===== config.mk =====
export PLATFORM = sky130hd
export DESIGN_NAME = decoder3x8_pipe
export DESIGN_NICKNAME = d
export VERILOG_FILES = /design/src/rtl/decoder3x8_pipe_pkg.sv /design/src/rtl/decoder3x8_pipe_dec3to8.sv /design/src/rtl/decoder3x8_pipe.sv
export SDC_FILE = /design/constraint.sdc
export NUM_CORES = 1
export LEC_CHECK = 0
export CORE_MARGIN = 4
export CORE_UTILIZATION = 48
export DETAILED_ROUTE_END_ITERATION = 10
export GPL_TIMING_DRIVEN = 0
export MAX_ROUTING_LAYER = met4
export PLACE_DENSITY = 0.83
export SLEW_MARGIN = 40
export SYNTH_ARGS = -nofsm -noshare
export SYNTH_HDL_FRONTEND = slang
export SYNTH_SLANG_ARGS = --single-unit

===== constraint.sdc =====
create_clock -name clk -period 2.3 [get_ports clk]
set_input_delay 0.345 -clock clk [delete_from_list [all_inputs] [get_ports clk]]
set_output_delay 0.345 -clock clk [all_outputs]
set_load 0.01 [all_outputs]

===== src/rtl/decoder3x8_pipe_pkg.sv =====
// decoder3x8_pipe_pkg
// Shared definitions for the pipelined 3-to-8 decoder:
//   CODE_W   - width of a binary line index
//   ONEHOT_W - width of the decoded one-hot word
//   state_e  - occupancy FSM encoding of the 2-entry buffer
package decoder3x8_pipe_pkg;

  localparam int CODE_W   = 3;
  localparam int ONEHOT_W = 1 << CODE_W;

  typedef enum logic [1:0] {
    ST_EMPTY = 2'd0,
    ST_ONE   = 2'd1,
    ST_FULL  = 2'd2
  } state_e;

endpackage


===== src/rtl/decoder3x8_pipe_dec3to8.sv =====
// dec3to8
// Pure combinational binary-to-one-hot decoder.
// Ports:
//   i_code   - binary line index
//   o_onehot - one-hot word with bit i_code set
module dec3to8
  import decoder3x8_pipe_pkg::*;
(
  input  logic [CODE_W-1:0]   i_code,
  output logic [ONEHOT_W-1:0] o_onehot
);

  always_comb begin
    o_onehot         = '0;
    o_onehot[i_code] = 1'b1;
  end

endmodule


===== src/rtl/decoder3x8_pipe.sv =====
// decoder3x8_pipe
// Buffers 3-bit codes in a 2-entry FIFO and presents the head entry both as
// a binary code and as a one-hot word. Counts delivered words (saturating)
// and keeps a sticky OR of every delivered one-hot word.
//
// Handshake: a word moves across an interface on a rising edge where both
// valid and ready are high. in_ready depends on registered state only, and
// out_* are stable while out_valid is high and out_ready is low.
//
// Ports:
//   clk, rst_n  - clock, asynchronous active-low reset
//   clr         - synchronous flush of buffer, counter and sticky map
//   in_code/in_valid/in_ready       - upstream interface
//   out_onehot/out_code/out_valid/out_ready - downstream interface
//   word_cnt    - saturating count of delivered words
//   seen        - sticky OR of delivered one-hot words
//   dbg_state   - current occupancy FSM state
module decoder3x8_pipe
  import decoder3x8_pipe_pkg::*;
#(
  parameter int CNT_W = 8
) (
  input  logic                clk,
  input  logic                rst_n,
  input  logic                clr,
  input  logic [CODE_W-1:0]   in_code,
  input  logic                in_valid,
  output logic                in_ready,
  output logic [ONEHOT_W-1:0] out_onehot,
  output logic [CODE_W-1:0]   out_code,
  output logic                out_valid,
  input  logic                out_ready,
  output logic [CNT_W-1:0]    word_cnt,
  output logic [ONEHOT_W-1:0] seen,
  output logic [1:0]          dbg_state
);

  state_e                r_state;
  state_e                w_next_state;
  logic [CODE_W-1:0]     r_e0;  // head entry
  logic [CODE_W-1:0]     r_e1;  // second entry, only meaningful in ST_FULL
  logic [CNT_W-1:0]      r_word_cnt;
  logic [ONEHOT_W-1:0]   r_seen;
  logic                  w_push;
  logic                  w_pop;
  logic [ONEHOT_W-1:0]   w_head_onehot;

  assign w_push = in_valid && (r_state != ST_FULL);
  assign w_pop  = out_ready && (r_state != ST_EMPTY);

  // Next-state logic; clr overrides any push/pop.
  always_comb begin
    w_next_state = r_state;
    if (clr) begin
      w_next_state = ST_EMPTY;
    end else begin
      case (r_state)
        ST_EMPTY: if (w_push) w_next_state = ST_ONE;
        ST_ONE: begin
          if (w_push && !w_pop)      w_next_state = ST_FULL;
          else if (!w_push && w_pop) w_next_state = ST_EMPTY;
        end
        ST_FULL:  if (w_pop) w_next_state = ST_ONE;
        default:  w_next_state = ST_EMPTY;
      endcase
    end
  end

  always_ff @(posedge clk or negedge rst_n) begin
    if (!rst_n) r_state <= ST_EMPTY;
    else        r_state <= w_next_state;
  end

  // Entry storage carries no reset: outputs are masked by state instead.
  always_ff @(posedge clk) begin
    if (!clr) begin
      case (r_state)
        ST_EMPTY: if (w_push) r_e0 <= in_code;
        ST_ONE: begin
          if (w_push && w_pop) r_e0 <= in_code;
          else if (w_push)     r_e1 <= in_code;
        end
        ST_FULL:  if (w_pop) r_e0 <= r_e1;
        default: ;
      endcase
    end
  end

  dec3to8 u_dec3to8 (
    .i_code   (r_e0),
    .o_onehot (w_head_onehot)
  );

  always_ff @(posedge clk or negedge rst_n) begin
    if (!rst_n) begin
      r_word_cnt <= '0;
      r_seen     <= '0;
    end else if (clr) begin
      r_word_cnt <= '0;
      r_seen     <= '0;
    end else if (w_pop) begin
      if (r_word_cnt != {CNT_W{1'b1}}) r_word_cnt <= r_word_cnt + CNT_W'(1);
      r_seen <= r_seen | w_head_onehot;
    end
  end

  assign in_ready   = (r_state != ST_FULL);
  assign out_valid  = (r_state != ST_EMPTY);
  assign out_code   = out_valid ? r_e0 : '0;
  assign out_onehot = out_valid ? w_head_onehot : '0;
  assign word_cnt   = r_word_cnt;
  assign seen       = r_seen;
  assign dbg_state  = r_state;

endmodule

# [Yosys cells after proc, flatten, opt, wreduce, memory -nomap -nowiden]
# Index checks and enable logic that the tools add are counted.
# Widths: inputs -> output; s select.
[classes] addsub=1 order_cmp=2 n_eq_ne=10 n_mux=19 n_bitwise=3 n_reduce_logical=17
[ops] operator="$mux 8" count=6
[ops] operator="$mux 3" count=4
[ops] operator="$mux 2" count=5
[ops] operator="$pmux 3 s3" count=1
[ops] operator="$add 8x1->8 const B" count=1
[ops] operator="$ne 2x2->1 const B" count=4
[ops] operator="$ne 8x8->1 const B" count=1
[ops] operator="$or 8x8->8" count=1
[ops] operator="$logic_and 1x1->1" count=6
[ops] operator="$ne 3x3->1 const B" count=2
[ops] operator="$pmux 2 s3" count=1
[ops] operator="$reduce_bool 2->1" count=3
[ops] operator="$reduce_and 5->1" count=1
[ops] operator="$lt 3x4->1 const B" count=1
[ops] operator="$ne 4x4->1 const B" count=1
[ops] operator="$reduce_and 4->1" count=1
[ops] operator="$demux 1 s3" count=1
[ops] operator="$ge 3x1->1 const B" count=1
[ops] operator="$reduce_and 3->1" count=1
[ops] operator="$reduce_bool 3->1" count=1
[ops] operator="$eq 2x1->1 const B" count=1
[ops] operator="$eq 2x2->1 const B" count=1
[ops] operator="$logic_not 1->1" count=2
[ops] operator="$logic_not 2->1" count=1
[ops] operator="other kinds (3)" count=4
[word_totals] regBits=24 input_bits=8 output_inout_bits=31 word_cells=57

# [Logic depth before layout (Yosys ltp)]
[depth] depth_word=8 mapped_depth=5 ltp_nobuf=5

# [Modules after synthesis]
# A second synthesis with hierarchy kept.
[unflattened] cells_unflattened=122 area_unflattened_um2=1253.7
[modules_own_cells] mod="decoder3x8_pipe" n_inst=1 cells_per_inst=114 area_each_um2=1188.6 seq_area_each_um2=630.6
[modules_own_cells] mod="dec3to8" n_inst=1 cells_per_inst=8 area_each_um2=65.1 seq_area_each_um2=0.0

# [Least setup slack after synthesis]
# OpenSTA, ideal clock, no wires.
[synth_timing] path_type="reg2out" start="register r_state[1] (netlist: dbg_state[1])" end="output out_onehot[1]" arrival_time_ns=1.074 required_time_ns=1.955 slack_ns=0.881 stages_incl_launch_ff=5 path_buffers=0 path_cell_list="dfrtp_1 > nor2_2 > inv_2 > nand2_1 > nor3_1"
[synth_between] elab_chain_len=2
[synth_rtl] item="start: declaration" line_no="decoder3x8_pipe.sv:38" text="state_e r_state;"
[synth_rtl] item="start signal: assignment" line_no="decoder3x8_pipe.sv:71" text="else r_state <= w_next_state;"
[synth_rtl] item="$reduce_bool 2->1" line_no="decoder3x8_pipe.sv:108" text="assign out_valid = (r_state != ST_EMPTY);"
[synth_rtl] item="net out_valid" line_no="decoder3x8_pipe.sv:31" text="output logic out_valid,"
[synth_rtl] item="$mux 8" line_no="decoder3x8_pipe.sv:110" text="assign out_onehot = out_valid ? w_head_onehot : '0;"
[synth_rtl] item="end: declaration" line_no="decoder3x8_pipe.sv:29" text="output logic [ONEHOT_W-1:0] out_onehot,"
# The timed path passes the listed nets, and every way through them passes these cells.

# [Final worst setup path]
[layout_timing] start="register r_e0[2]" end="output out_onehot[2]"
[layout_between] elab_chain_len=5 word_cells_on_any_way=6 classes_between="2 x order compare; 3 x mux; 1 x reduce/logical"
[layout_rtl] item="start: declaration" line_no="decoder3x8_pipe.sv:40" text="logic [CODE_W-1:0] r_e0;"
[layout_rtl] item="start signal: assignment" line_no="decoder3x8_pipe.sv:78" text="ST_EMPTY: if (w_push) r_e0 <= in_code;"
[layout_rtl] item="start signal: assignment" line_no="decoder3x8_pipe.sv:80" text="if (w_push && w_pop) r_e0 <= in_code;"
[layout_rtl] item="start signal: assignment" line_no="decoder3x8_pipe.sv:83" text="ST_FULL: if (w_pop) r_e0 <= r_e1;"
[layout_rtl] item="$lt 3x4->1 (not written as such) or $ge 3x1->1 (tied branches)" line_no="decoder3x8_pipe_dec3to8.sv:15" text="o_onehot[i_code] = 1'b1;"
[layout_rtl] item="$logic_and 1x1->1 (not written as such)" line_no="decoder3x8_pipe_dec3to8.sv:15"
[layout_rtl] item="$mux 1 (not written as such)" line_no="decoder3x8_pipe_dec3to8.sv:15"
[layout_rtl] item="$demux 1 s3 (*)"
[layout_rtl] item="$mux 8 (*)" line_no="decoder3x8_pipe.sv:110"
# Mark *: on every way between the ends. The rest lies on a longest branch, timed or not.

==> impl_metrics.json <==
{
  "worst-endpoint-arrival_ns": 1.85,
  "setup_ws_ns": 0.1070,
  "timing.max_slew.rel_slack_pct": 67.04,
  "worst_slew_pin_tran_ns": 0.4933,
  "postSynthRegisterBits": 24,
  "setup_viol": 0,
  "rows": 17,
  "cts.htree.levels": 1,
  "die_area_mm2": 0.003328,
  "die_y_um": 57.69,
  "synthesis.instances": 118,
  "min_from": "clr",
  "clock-sinks": 24,
  "critical_path_required_ns": 1.96,
  "outcome": "completed",
  "layout.cells.most_common_list": "clkdlybuf4s50_1, nor2_1, dfrtp_1, a21oi_1, nor3_1",
  "cpLargestDelayFamily": "buffers and inverters",
  "worst_hold_path.endpoint": "dbg_state[0]",
  "timing.hold.worst_path_depth": 2,
  "dominantRegCellSynth": "dfrtp_1",
  "post-route-min-period_ns": 2.193,
  "worst_case_clock_skew_ns": 0.002402,
  "final_tns_setup_ns": 0,
  "areaGrowthSynthToFinish_pct": 38.54,
  "netlist_area_mm2": 0.001185,
  "rrSetupSlack_ns": 0.81,
  "path_buf_inv": 2,
  "synth_enable_flop_cells": 6,
  "slowest_delay_ns": 0.56,
  "avgSynthCellArea_um2": 10.04,
  "vias_in_the_first_global_route": 1052,
  "die_x_um": 57.69,
  "antenna_found_initial": 0,
  "worst_ir_drop_vdd_v": 0.0004027,
  "regToRegEndpoint": "r_e0[0]",
  "final_common_cell": "clkdlybuf4s50_1",
  "cts-buffers-inserted": 3,
  "maxCapViolCount": 0,
  "grt_max_degree": 19,
  "power.leakage_nw": 0.6645,
  "cell_area_power_density_mw_per_mm2": 504.5,
  "overflow": 0,
  "drtAntennaViolNets": 0,
  "critical_path_class": "reg -> out",
  "hold_path.class": "in -> reg",
  "post-layout-total-power_mw": 0.8282,
  "firstDrtPassIters": 5,
  "clock_tree.buffer_depth": 2,
  "timing.critical_path.to_type": "output pin",
  "fin_crit_sh_pct": 95.35,
  "yosys_warnings": 0,
  "report.final.slew_viol_count": 0,
  "design.core.area_mm2": 0.002276,
  "drt_drc_violations_left": 0,
  "placement.io_buffers": 37,
  "synth-async-reset-ratio_pct": 75.00,
  "ctsRootBufferMaster": "clkbuf_4",
  "clock_insertion_delay_at_the_later_pin_of_the_skew_report_ns": 0.31,
  "wl_per_cell_um": 15.03,
  "vias_per_cell": 5.556,
  "pre_cts_ws_ns": 0.3961,
  "vias": 1039,
  "cts.repair_timing.setup_buffer_count": 0,
  "setup_repair_after_global_routing_missed_its_margin": "false",
  "nets": 169,
  "grt_first_pass_wirelength_um": 4671,
  "insertedDiodeCount": 0,
  "regToRegStartpoint": "dbg_state[0]",
  "report.final.hold_viol_count": 0,
  "critical_path.startpoint_type": "register",
  "clock.fmax_mhz": 456.0,
  "maximum_fanout_along_the_worst_path": 10,
  "crit_chain": "clkbuf_1 > nand2b_1 > nor3_1 > clkdlybuf4s50_1",
  "synth_seq_area_share_pct": 53.22,
  "clock_tree_from_tritoncts": "yes",
  "cts.reportedPaths.clkPinSlew_ns": 0.13,
  "mappedNetlistNets": 127,
  "drt_first_iter_violations": 19,
  "initial_core_util_pct": 52.06,
  "r2r.worst_path.cells": 4,
  "hpwl_um": 2177,
  "critical_path.slowest_cell": "clkdlybuf4s50_1",
  "routed_wl_um": 2810,
  "ioPinCount": 39,
  "layout-drive-gt1-share_pct": 9.434,
  "place.gp.congestion": 0.7874,
  "finalHoldWorstSlack_ns": 0.4153,
  "globalRouteTotalUtil_pct": 18.27,
  "synthDistinctLibCells": 34
}
==> state kept, by name (all words and copies together) (netlist names) <==
signal / flops
dbg_state: 2
word_cnt: 8
r_e0: 3
r_e1: 3
seen: 8
==> where the power goes <==
part	total [mW]	internal, mW	leakage, nW	switching, mW
Clock	0.259	0.133	0.0261	0.127
Sequential	0.460	0.447	0.301	0.0123
Combinational	0.109	0.0539	0.337	0.0554
Total	0.828	0.634	0.664	0.194
==> layer usage <==
metal,share of wire [%],GRT usage [%],wire length [µm]
met2,50,32.26,1419
met4,1.3,4.305,36
met1,42,21.63,1184
met3,6.0,3.118,169
met5,0,-,0
==> metrics by stage <==
step	instance area [µm²]	std cells	utilization, %
2_1_floorplan	1185	118	-
3_3_place_gp	1590	183	69.87
3_5_place_dp	1590	183	69.87
4_1_cts	1638	187	71.96
5_1_grt	1642	187	72.13
6_report	1642	187	72.13
==> worst max path at each step <==
stage | startpoint | cells past startpoint | end
final | r_e0[2] | 4 | out_onehot[2]
after global routing | r_e0[2] | 4 | out_onehot[2]
after CTS | dbg_state[0] | 5 | out_onehot[1]
after detailed placement | out_ready | 3 | r_e1[0]
after global placement | out_ready | 3 | r_e1[1]
after floorplan | dbg_state[1] | 4 | out_onehot[1]
==> logic make-up (layout without fill, tap and decap cells) <==
group                      count (synthesis)  after routing  synth area share, %
and+or+nand+nor                           53             53                22.92
buffers and inverters                     11             52                4.645
adders and majority gates                  1              1                1.056
muxes                                      4              4                3.696
xor gates and xnor gates                   2              2                1.479
AOI/OAI and AO/OA                         23             23                12.99
DFF                                       24             24                53.22
==> final cells by class <==
cell class              instances  area (µm²)
inverters                       5       18.77
plain buffers                   5       32.53
repair buffers                 38       375.4
multi-input cells              83       499.2
well taps                      28       35.03
fillers                       182       634.4
flip-flops and latches         24       633.1
clock buffers                   4       47.55
==> what timing repair did <==
action                                  CTS  global route
hold endpoints to repair                  0            18
endpoints found under the setup margin    0             5
gates resized for setup                   0             2
hold buffers                              0             1
==> Yosys cell counts (2+ instances only) <==
cell type   n  area, µm²
a211oi_1    4      30.03
a21oi_1     9      45.04
a31oi_1     4      25.02
and2_1      2      12.51
clkbuf_1    3      11.26
dfrtp_1    18      450.4
edfxtp_1    6      180.2
inv_1       4      15.01
mux2_1      3      33.78
nand2_1     6      22.52
nand2b_1    3      18.77
nand3_1     2      10.01
nor2_1     19      71.32
nor2b_1     5      31.28
nor3_1      8      40.04
nor3_2      2      20.02
o21bai_1    2      15.01
xor2_1      2      17.52
Power figures use the tool's default switching activity.
